[src/rtl/nx_instr_ram_arbiter_pkg.sv]
// Node-level constants and shared types for the instruction RAM arbiter and
// future node-level arbiters.
package nx_instr_ram_arbiter_pkg;

  // Wide enough to hold 2^RAM_ADDR_W for the populated instruction count.
  localparam int unsigned NODE_PARAM_WIDTH = 16;

  typedef enum logic [1:0] {
    ARB_NONE,
    ARB_CORE,
    ARB_LOAD
  } arb_owner_t;

endpackage

[src/rtl/nx_starve_counter.sv]
// Saturating counter of consecutive lost arbitrations, with a limit flag.
module nx_starve_counter
  import nx_instr_ram_arbiter_pkg::*;
#(
  parameter int unsigned LIMIT = 4
) (
  input  logic i_clk,
  input  logic i_rst,
  input  logic i_inc,
  input  logic i_clr,
  output logic o_at_limit
);

  localparam int unsigned CntW = $clog2(LIMIT + 1);

  logic [CntW-1:0] cnt_d, cnt_q;

  assign o_at_limit = (cnt_q == CntW'(LIMIT));

  always_comb begin
    cnt_d = cnt_q;
    if (i_clr) begin
      cnt_d = '0;
    end else if (i_inc && !o_at_limit) begin
      cnt_d = cnt_q + CntW'(1);
    end
  end

  always_ff @(posedge i_clk) begin
    if (i_rst) begin
      cnt_q <= '0;
    end else begin
      cnt_q <= cnt_d;
    end
  end

endmodule

[src/rtl/nx_instr_ram_arbiter.sv]
// Shares the node's single-port instruction RAM between core fetch (reads) and
// the instruction loader (writes); tracks the populated instruction count.
module nx_instr_ram_arbiter
  import nx_instr_ram_arbiter_pkg::*;
#(
  parameter int unsigned RAM_ADDR_W = 10,
  parameter int unsigned RAM_DATA_W = 32,
  parameter int unsigned MAX_STARVE = 4
) (
  input  logic                        i_clk,
  input  logic                        i_rst,
  input  logic [RAM_ADDR_W-1:0]       i_core_addr,
  input  logic                        i_core_rd_en,
  output logic [RAM_DATA_W-1:0]       o_core_rd_data,
  output logic                        o_core_stall,
  input  logic [RAM_ADDR_W-1:0]       i_load_addr,
  input  logic [RAM_DATA_W-1:0]       i_load_data,
  input  logic                        i_load_valid,
  output logic                        o_load_ready,
  input  logic                        i_clear,
  output logic [NODE_PARAM_WIDTH-1:0] o_populated,
  output logic [RAM_ADDR_W-1:0]       o_ram_addr,
  output logic [RAM_DATA_W-1:0]       o_ram_wr_data,
  output logic                        o_ram_wr_en,
  output logic                        o_ram_rd_en,
  input  logic [RAM_DATA_W-1:0]       i_ram_rd_data
);

  if (NODE_PARAM_WIDTH <= RAM_ADDR_W) begin : gen_bad_width
    $error("NODE_PARAM_WIDTH must exceed RAM_ADDR_W");
  end
  if (MAX_STARVE < 1) begin : gen_bad_starve
    $error("MAX_STARVE must be at least 1");
  end

  arb_owner_t owner;
  logic       core_gnt, load_gnt, starve_limit;

  logic                        core_req_d, core_req_q;
  logic                        core_gnt_d, core_gnt_q;
  logic [NODE_PARAM_WIDTH-1:0] populated_d, populated_q;
  logic [NODE_PARAM_WIDTH-1:0] load_end;
  logic [RAM_ADDR_W-1:0]       ram_addr_d, ram_addr_q;

  // Reset suppresses any grant so no RAM strobe fires in a reset cycle.
  always_comb begin
    owner = ARB_NONE;
    if (!i_rst) begin
      if (i_core_rd_en && (!i_load_valid || starve_limit)) begin
        owner = ARB_CORE;
      end else if (i_load_valid) begin
        owner = ARB_LOAD;
      end
    end
  end

  assign core_gnt = (owner == ARB_CORE);
  assign load_gnt = (owner == ARB_LOAD);

  nx_starve_counter #(
    .LIMIT (MAX_STARVE)
  ) u_starve (
    .i_clk      (i_clk),
    .i_rst      (i_rst),
    .i_inc      (i_core_rd_en && !core_gnt),
    .i_clr      (!i_core_rd_en || core_gnt),
    .o_at_limit (starve_limit)
  );

  always_comb begin
    ram_addr_d = ram_addr_q;
    unique case (owner)
      ARB_CORE: ram_addr_d = i_core_addr;
      ARB_LOAD: ram_addr_d = i_load_addr;
      default:  ram_addr_d = ram_addr_q;
    endcase
  end

  assign o_ram_addr     = ram_addr_d;
  assign o_ram_wr_data  = i_load_data;
  assign o_ram_wr_en    = load_gnt;
  assign o_ram_rd_en    = core_gnt;
  assign o_load_ready   = load_gnt;
  assign o_core_rd_data = i_ram_rd_data;
  assign o_core_stall   = core_req_q && !core_gnt_q;
  assign o_populated    = populated_q;

  assign load_end = NODE_PARAM_WIDTH'(i_load_addr) + NODE_PARAM_WIDTH'(1);

  // Clear wins over a same-cycle write; the write itself still reaches RAM.
  always_comb begin
    core_req_d  = i_core_rd_en;
    core_gnt_d  = core_gnt;
    populated_d = populated_q;
    if (i_clear) begin
      populated_d = '0;
    end else if (load_gnt && (load_end > populated_q)) begin
      populated_d = load_end;
    end
  end

  always_ff @(posedge i_clk) begin
    if (i_rst) begin
      core_req_q  <= 1'b0;
      core_gnt_q  <= 1'b0;
      populated_q <= '0;
      ram_addr_q  <= '0;
    end else begin
      core_req_q  <= core_req_d;
      core_gnt_q  <= core_gnt_d;
      populated_q <= populated_d;
      ram_addr_q  <= ram_addr_d;
    end
  end

endmodule
[config.mk]
export PLATFORM = sky130hd
export DESIGN_NAME = nx_instr_ram_arbiter
export DESIGN_NICKNAME = d
export VERILOG_FILES = /design/src/rtl/nx_instr_ram_arbiter_pkg.sv /design/src/rtl/nx_starve_counter.sv /design/src/rtl/nx_instr_ram_arbiter.sv
export SDC_FILE = /design/constraint.sdc
export NUM_CORES = 1
export LEC_CHECK = 0
export ABC_AREA = 1
export BUFFER_PORTS_ARGS = -buffer_cell sky130_fd_sc_hd__buf_2
export CAP_MARGIN = 0
export CORE_UTILIZATION = 36
export DETAILED_ROUTE_END_ITERATION = 10
export PLACE_DENSITY = 0.78
export SYNTH_ARGS = -nofsm -noshare
export SYNTH_HDL_FRONTEND = slang
export SYNTH_SLANG_ARGS = --single-unit
[constraint.sdc]
create_clock -name i_clk -period 2.2 [get_ports i_clk]
set_clock_uncertainty 0.15 [all_clocks]
set_input_delay 0.33 -clock i_clk [delete_from_list [all_inputs] [get_ports i_clk]]
set_output_delay 0.33 -clock i_clk [all_outputs]
set_load 0.02 [all_outputs]
==> impl_metrics.prom, run 1 <==
# TYPE chip_impl_metric gauge
chip_impl_metric{name="grt_pass1_wl",unit="mm"} 8.62
chip_impl_metric{name="vdd.ir_drop.worst",unit="mV"} 0.438
chip_impl_metric{name="design.die.area",unit="um^2"} 6520
chip_impl_metric{name="postSynthRegisterBits",unit=""} 26
chip_impl_info{name="critical_path_type",value="flip-flop to flip-flop"} 1
chip_impl_metric{name="final.fill_count",unit=""} 543
chip_impl_metric{name="ratio_of_final_minimum_period_to_clock_period",unit="%"} 113
chip_impl_metric{name="crit_path_dat",unit="ns"} 2.55
chip_impl_metric{name="synth-simple-area-share",unit="%"} 26.1
chip_impl_metric{name="worst-endpoint-required",unit="ns"} 2.27
chip_impl_metric{name="drt_first_pass_iters",unit=""} 4
chip_impl_metric{name="setup_ws",unit="ns"} -0.282
chip_impl_metric{name="timing.final.setup_violations",unit=""} 13
chip_impl_metric{name="sequential_cell_area",unit="um^2"} 523
chip_impl_metric{name="fin_hold_ws",unit="ns"} 0.162
chip_impl_metric{name="post-place-ws",unit="ns"} -0.334
chip_impl_info{name="violated_checks",value="negative setup slack"} 1
chip_impl_info{name="endpoint_kind",value="flip-flop"} 1
chip_impl_metric{name="ios",unit=""} 183
chip_impl_metric{name="cts_buffer_depth",unit=""} 2
chip_impl_metric{name="antenna_cells",unit=""} 0
chip_impl_metric{name="final_stage_net_count",unit=""} 487
chip_impl_metric{name="period_needed",unit="ns"} 2.48
chip_impl_metric{name="postSynthCellCount",unit=""} 341
chip_impl_info{name="mostFrequentLayoutCells",value="sky130_fd_sc_hd__nand2_1, sky130_fd_sc_hd__buf_4, sky130_fd_sc_hd__inv_1"} 1
chip_impl_info{name="most_common_cell_after_layout_fill_and_taps_aside",value="sky130_fd_sc_hd__nand2_1"} 1
chip_impl_metric{name="report.final.slew_viol_count",unit=""} 0
chip_impl_metric{name="netlist_area",unit="um^2"} 2230
chip_impl_metric{name="grt_usage",unit="%"} 16.8
chip_impl_info{name="worstSetupStartpointType",value="flip-flop"} 1
chip_impl_metric{name="areaGrowthSynthToFinish",unit="%"} 35.2
chip_impl_metric{name="multi_input_gate_area",unit="um^2"} 1380
chip_impl_metric{name="cap_viol_max_count",unit=""} 0
chip_impl_metric{name="fp.dieW",unit="um"} 80.7
chip_impl_metric{name="dp_hpwl",unit="mm"} 3.69
chip_impl_metric{name="hold_buffers",unit=""} 0
chip_impl_metric{name="placeableCoreArea",unit="um^2"} 5960
chip_impl_metric{name="port-buffer-count",unit=""} 49
chip_impl_metric{name="placed_cell_area",unit="um^2"} 2270
chip_impl_metric{name="grt_max_degree",unit=""} 19
chip_impl_info{name="status",value="complete, but fails checks"} 1
chip_impl_metric{name="detailed_route_wire_length_per_cell",unit="um"} 14.4
chip_impl_metric{name="clock_sink_count",unit=""} 26
chip_impl_metric{name="avg_vias_per_cell",unit=""} 4.74
chip_impl_info{name="grt_setup_unrepaired",value="true"} 1
chip_impl_info{name="main_combinational_cell_family_by_area_after_synthesis",value="buffers and inverters"} 1
chip_impl_metric{name="remaining_drc_errors",unit=""} 0
chip_impl_metric{name="initial_core_util",unit="%"} 37.5
chip_impl_metric{name="final_area",unit="um^2"} 3020
chip_impl_metric{name="grt_pass1_vias",unit=""} 1990
chip_impl_metric{name="grt_overflow_total",unit=""} 0
chip_impl_metric{name="clock_slew_at_reported_path_ffs",unit="ns"} 0.09
chip_impl_info{name="tritoncts",value="yes"} 1
chip_impl_info{name="clk_root_buffer_cell",value="sky130_fd_sc_hd__clkbuf_8"} 1
chip_impl_metric{name="layout-drive-gt1-share",unit="%"} 49.9
chip_impl_metric{name="finalWeightedCongestion",unit=""} 0.819
chip_impl_metric{name="numCtsBuffers",unit=""} 3
chip_impl_metric{name="synthesis.yosys.warnings",unit=""} 0
chip_impl_metric{name="power.static_leakage",unit="uW"} 0.00159
chip_impl_metric{name="synth_compound_area_share",unit="%"} 6.90
chip_impl_metric{name="cellPowerDensity",unit="nW/um^2"} 419
chip_impl_metric{name="post_synth_mux_area_share",unit="%"} 0
chip_impl_metric{name="post_synth_fa_ha_maj_area_fraction",unit="%"} 8.97
chip_impl_metric{name="ant_nets_after_route",unit=""} 0
chip_impl_metric{name="detail_route.wirelength",unit="mm"} 6.55
chip_impl_metric{name="report.final.hold_viol_count",unit=""} 0
chip_impl_metric{name="crit_fanout",unit=""} 3
chip_impl_metric{name="clock_tree.htree_level_count",unit=""} 1
chip_impl_metric{name="detail_route.iter0.violations",unit=""} 89
chip_impl_metric{name="post-layout-total-power",unit="uW"} 1260
chip_impl_metric{name="die_height",unit="um"} 80.7
chip_impl_metric{name="clk-insertion-delay-late",unit="ns"} 0.29
chip_impl_metric{name="xor_xnor_portion_of_the_synthesized_cell_area",unit="%"} 1.96
chip_impl_metric{name="syn_area_per_cell",unit="um^2"} 6.54
chip_impl_metric{name="rows",unit=""} 28
chip_impl_metric{name="fmaxAchievable",unit="MHz"} 403
chip_impl_metric{name="antenna_found_initial",unit=""} 0
chip_impl_info{name="holdCritPathClass",value="input port to flip-flop"} 1
chip_impl_metric{name="via_count",unit=""} 2161
chip_impl_metric{name="post_synth_num_cell_types",unit=""} 25
chip_impl_metric{name="synth_seq_area_share",unit="%"} 23.3
## sequential cells by signal, indices dropped and copies added, names as in the netlist
signal / count
ram_addr_q: 10
core_gnt_q: 1
core_req_q: 1
u_starve.cnt_q: 3
o_populated: 11
## cell families (layout without fill, tap and decap cells)
| family | Yosys count | in the layout |
|---|---|---|
| adders and majority gates | 16 | 16 |
| and+or+nand+nor | 144 | 146 |
| DFF | 26 | 26 |
| other | 1 | 5 |
| xor gates and xnor gates | 5 | 5 |
| buffers and inverters | 121 | 155 |
| AOI/OAI and AO/OA | 28 | 28 |
## through the flow
step / std cells / util, % / setup TNS, ns
after floorplan: 345 / - / -0.0291
after global placement: 424 / 38.1 / -2.65
after detailed placement: 424 / 38.1 / -4.19
after CTS: 445 / 43.5 / -2.39
after global routing: 456 / 50.7 / -4.44
final: 456 / 50.7 / -2.77
## cell type report
cell class / count / area share [%]
Multi-Input combinational cell: 200 / 45.6
Timing Repair inverter: 1 / 0.207
Timing Repair Buffer: 104 / 26.0
Sequential cell: 26 / 17.3
Inverter: 46 / 5.97
Tap cell: 75 / 3.11
Clock buffer: 4 / 1.82
## worst paths after layout
kind | depth (start not counted) | endpoint | from | slack, ns
max | 18 | ram_addr_q[2]$_SDFF_PP0_ | u_starve.cnt_q[0]$_SDFFE_PP0P_ | -0.28
min | 3 | core_req_q$_SDFF_PP0_ | i_core_rd_en | 0.16
min reg2reg | 2 | ram_addr_q[5]$_SDFF_PP0_ | ram_addr_q[5]$_SDFF_PP0_ | 0.33
max reg2reg | 18 | ram_addr_q[2]$_SDFF_PP0_ | u_starve.cnt_q[0]$_SDFFE_PP0P_ | -0.28
## critical path, cell delays in order (launching register included)
cell and delay [ns]:
sky130_fd_sc_hd__dfxtp_2 0.35, sky130_fd_sc_hd__inv_2 0.05, sky130_fd_sc_hd__ha_4 0.15, sky130_fd_sc_hd__nand2_2 0.07, sky130_fd_sc_hd__nand2_2 0.07, sky130_fd_sc_hd__nand2_4 0.09, sky130_fd_sc_hd__nand3_4 0.09, sky130_fd_sc_hd__inv_2 0.07
sky130_fd_sc_hd__ha_4 0.15, sky130_fd_sc_hd__buf_6 0.10, sky130_fd_sc_hd__a22o_1 0.13, sky130_fd_sc_hd__nand2_1 0.07, sky130_fd_sc_hd__buf_4 0.14, sky130_fd_sc_hd__buf_4 0.13, sky130_fd_sc_hd__buf_4 0.13, sky130_fd_sc_hd__buf_4 0.12
sky130_fd_sc_hd__buf_4 0.12, sky130_fd_sc_hd__buf_4 0.12, sky130_fd_sc_hd__a21oi_2 0.12
## cells in the mapped netlist
library cell,number,area share (%)
sky130_fd_sc_hd__nand2_1,90,15
sky130_fd_sc_hd__buf_4,70,24
sky130_fd_sc_hd__inv_1,44,7.4
sky130_fd_sc_hd__nor2_1,36,6.1
sky130_fd_sc_hd__dfxtp_1,26,23
sky130_fd_sc_hd__a21oi_1,16,3.6
sky130_fd_sc_hd__ha_1,16,9.0
sky130_fd_sc_hd__nand3_1,8,1.8
sky130_fd_sc_hd__o21ai_0,8,1.8
sky130_fd_sc_hd__xor2_1,5,2.0
sky130_fd_sc_hd__nor3_1,4,0.90
sky130_fd_sc_hd__a22o_1,3,1.2
sky130_fd_sc_hd__clkbuf_1,3,0.50
sky130_fd_sc_hd__a211oi_1,1,0.34
sky130_fd_sc_hd__buf_2,1,0.22
sky130_fd_sc_hd__buf_6,1,0.50
sky130_fd_sc_hd__clkinv_1,1,0.17
sky130_fd_sc_hd__conb_1,1,0.17
sky130_fd_sc_hd__inv_2,1,0.17
sky130_fd_sc_hd__nand2_2,1,0.28
sky130_fd_sc_hd__nand2_4,1,0.50
sky130_fd_sc_hd__nand3_2,1,0.45
sky130_fd_sc_hd__nand4_1,1,0.28
sky130_fd_sc_hd__nor2_2,1,0.28
sky130_fd_sc_hd__nor3_2,1,0.45
## metal layers
layer	vias up	part of all wire (%)	track usage, %
met4	0	1.9	6.61
met5	-	0	0
li1	1046	-	-
met1	1002	38	18.2
met3	19	7.1	4.43
met2	94	53	30.7
## timing repair
action                     CTS  global route
gates resized for setup     47            92
cloned                       2             2
setup endpoints to repair   15            26
pin swaps                    6            39
setup buffers               15            10
## where the power goes
group          internal (uW)  switching [uW]  total (uW)
clock network            161             170         331
logic                    194             248         442
registers                484            6.84         491
Note: power is estimated with default switching activity, not from simulation.
==> run 2, diff against run 1 <==
CELL_PAD_IN_SITES_DETAIL_PLACEMENT = 1   (was default)
CELL_PAD_IN_SITES_GLOBAL_PLACEMENT = 2   (was default)
CORE_UTILIZATION = 16   (was 36)
PLACE_DENSITY = default   (was 0.78)
PLACE_DENSITY_LB_ADDON = 0.25   (was default)
==> impl_metrics.prom, run 2 (synthesized netlist as in run 1, its figures left out) <==
# TYPE chip_impl_metric gauge
chip_impl_info{name="status",value="complete, but fails checks"} 1
chip_impl_metric{name="vdd.ir_drop.worst",unit="mV"} 0.247
chip_impl_metric{name="detail_route.wirelength",unit="mm"} 7.23
chip_impl_metric{name="drt_first_pass_iters",unit=""} 4
chip_impl_info{name="endpoint_kind",value="output port"} 1
chip_impl_metric{name="grt_usage",unit="%"} 10.3
chip_impl_metric{name="report.final.slew_viol_count",unit=""} 0
chip_impl_metric{name="crit_path_dat",unit="ns"} 1.91
chip_impl_metric{name="period_needed",unit="ns"} 2.39
chip_impl_metric{name="final_stage_net_count",unit=""} 499
chip_impl_info{name="violated_checks",value="negative setup slack"} 1
chip_impl_info{name="tritoncts",value="yes"} 1
chip_impl_metric{name="report.final.hold_viol_count",unit=""} 0
chip_impl_metric{name="share_clk_of_total_power",unit="%"} 32.6
chip_impl_metric{name="cap_viol_max_count",unit=""} 0
chip_impl_metric{name="antenna_found_initial",unit=""} 0
chip_impl_metric{name="numCtsBuffers",unit=""} 3
chip_impl_metric{name="remaining_drc_errors",unit=""} 0
chip_impl_info{name="mostFrequentLayoutCells",value="sky130_fd_sc_hd__buf_4, sky130_fd_sc_hd__nand2_1, sky130_fd_sc_hd__inv_1"} 1
chip_impl_metric{name="setup_ws",unit="ns"} -0.194
chip_impl_metric{name="dp_hpwl",unit="mm"} 5.29
chip_impl_metric{name="detailed_route_wire_length_per_cell",unit="um"} 12.7
chip_impl_metric{name="clock_slew_at_reported_path_ffs",unit="ns"} 0.08
chip_impl_metric{name="ant_nets_after_route",unit=""} 0
chip_impl_metric{name="hold_buffers",unit=""} 0
chip_impl_metric{name="grt_overflow_total",unit=""} 0
chip_impl_metric{name="placeableCoreArea",unit="um^2"} 13400
chip_impl_metric{name="numPlacedInstances",unit=""} 532
chip_impl_metric{name="detail_route.iter0.violations",unit=""} 16
chip_impl_metric{name="cellPowerDensity",unit="nW/um^2"} 433
chip_impl_metric{name="timing.final.setup_violations",unit=""} 13
chip_impl_metric{name="grt_pass1_wl",unit="mm"} 11.7
chip_impl_metric{name="grt_pass1_vias",unit=""} 2330
chip_impl_metric{name="netSwitchingFraction",unit="%"} 32.7
chip_impl_metric{name="finalWeightedCongestion",unit=""} 0.689
chip_impl_info{name="critical_path_type",value="flip-flop to output port"} 1
chip_impl_metric{name="ratio_of_final_minimum_period_to_clock_period",unit="%"} 109
chip_impl_metric{name="largest_register_ff_count",unit=""} 11
chip_impl_metric{name="intPower",unit="uW"} 1000
chip_impl_info{name="holdCritPathClass",value="input port to flip-flop"} 1
chip_impl_metric{name="post-place-ws",unit="ns"} -0.378
chip_impl_metric{name="clock_tree.htree_level_count",unit=""} 1
chip_impl_metric{name="fin_util",unit="%"} 25.7
chip_impl_metric{name="antenna_cells",unit=""} 0
chip_impl_metric{name="fp.dieW",unit="um"} 120
chip_impl_metric{name="via_count",unit=""} 2149
chip_impl_metric{name="final_cell_count_no_fill",unit=""} 569
chip_impl_metric{name="clock_sink_count",unit=""} 26
chip_impl_metric{name="rows",unit=""} 42
chip_impl_metric{name="grt_max_degree",unit=""} 15
chip_impl_metric{name="clk-insertion-delay-late",unit="ns"} 0.27
chip_impl_metric{name="areaGrowthSynthToFinish",unit="%"} 54.3
chip_impl_metric{name="layout-drive-gt1-share",unit="%"} 56.7
chip_impl_metric{name="final.setup.tns",unit="ns"} -2.11
chip_impl_info{name="clk_root_buffer_cell",value="sky130_fd_sc_hd__clkbuf_16"} 1
chip_impl_info{name="worstSetupStartpointType",value="flip-flop"} 1
chip_impl_metric{name="power.share.combinational",unit="%"} 34.5
chip_impl_metric{name="power.share.sequential",unit="%"} 32.9
chip_impl_metric{name="crit_fanout",unit=""} 3
chip_impl_metric{name="port-buffer-count",unit=""} 49
chip_impl_metric{name="ios",unit=""} 183
chip_impl_metric{name="die_height",unit="um"} 120
chip_impl_metric{name="avg_vias_per_cell",unit=""} 3.78
chip_impl_metric{name="initial_core_util",unit="%"} 16.6
chip_impl_info{name="grt_setup_unrepaired",value="true"} 1
chip_impl_metric{name="cts_buffer_depth",unit=""} 2
chip_impl_metric{name="regToRegSetupSlack",unit="ns"} -0.12
chip_impl_metric{name="fmaxAchievable",unit="MHz"} 418
chip_impl_metric{name="design.die.area",unit="um^2"} 14400
chip_impl_metric{name="p_sw",unit="uW"} 486
chip_impl_metric{name="power.static_leakage",unit="uW"} 0.00170
chip_impl_info{name="most_common_cell_after_layout_fill_and_taps_aside",value="sky130_fd_sc_hd__buf_4"} 1
chip_impl_metric{name="worst-endpoint-required",unit="ns"} 1.72
-- run 2: power groups by stage --
stage | combinational (uW) | clock [uW] | sequential (uW)
floorplan | 344 | 0 | 506
global placement | 318 | 0 | 500
detailed placement | 320 | 0 | 501
CTS | 444 | 502 | 490
global route | 566 | 521 | 492
finish | 514 | 485 | 490
-- run 2: worst max-delay path, cell delays in order (launching register included) --
cell                      delay (ns)
sky130_fd_sc_hd__dfxtp_2        0.33
sky130_fd_sc_hd__inv_2          0.08
sky130_fd_sc_hd__ha_4           0.14
sky130_fd_sc_hd__nand2_4        0.05
sky130_fd_sc_hd__nand2_4        0.06
sky130_fd_sc_hd__nand2_4        0.06
sky130_fd_sc_hd__nor2_4         0.09
sky130_fd_sc_hd__inv_2          0.05
sky130_fd_sc_hd__ha_4           0.17
sky130_fd_sc_hd__buf_6          0.11
sky130_fd_sc_hd__a22o_1         0.25
sky130_fd_sc_hd__nand2_4        0.08
sky130_fd_sc_hd__nand2_4        0.05
sky130_fd_sc_hd__buf_6          0.12
-- run 2: area by class of cell --
cell class	count	area, um^2
Timing Repair Buffer	116	932
Inverter	46	185
Clock buffer	4	88.8
Multi-Input combinational cell	201	1490
Fill cell	1593	9960
Sequential cell	26	523
Tap cell	176	220
-- run 2: metrics by stage --
stage	hold WS [ns]	instance area (um^2)	power [uW]
after floorplan	0.249	2260	850
after CTS	0.167	3110	1440
after global placement	0.303	2450	818
after global routing	0.218	3440	1580
after detailed placement	0.316	2450	821
final	0.180	3440	1490
-- run 2: what timing repair did --
action                                  4_1_cts  5_1_grt
endpoints found under the setup margin       27       27
buffers inserted                             23        7
gates cloned                                  3        1
gates resized for setup                     111       69
pin swaps                                    25       36
-- run 2: metal layers --
metal	global-route usage [%]	wire length [um]
met1	12.9	3230
met2	17.7	3600
met3	1.52	285
met4	3.83	113
met5	0	0
-- run 2: worst paths after layout --
check                                                     from                        to  cells after the start
worst min-delay path                              i_core_rd_en     core_req_q$_SDFF_PP0_                      3
worst min register to register        ram_addr_q[8]$_SDFF_PP0_  ram_addr_q[8]$_SDFF_PP0_                      2
worst max-delay path            u_starve.cnt_q[1]$_SDFFE_PP0P_             o_ram_addr[0]                     13
worst max register to register  u_starve.cnt_q[1]$_SDFFE_PP0P_  ram_addr_q[1]$_SDFF_PP0_                     17
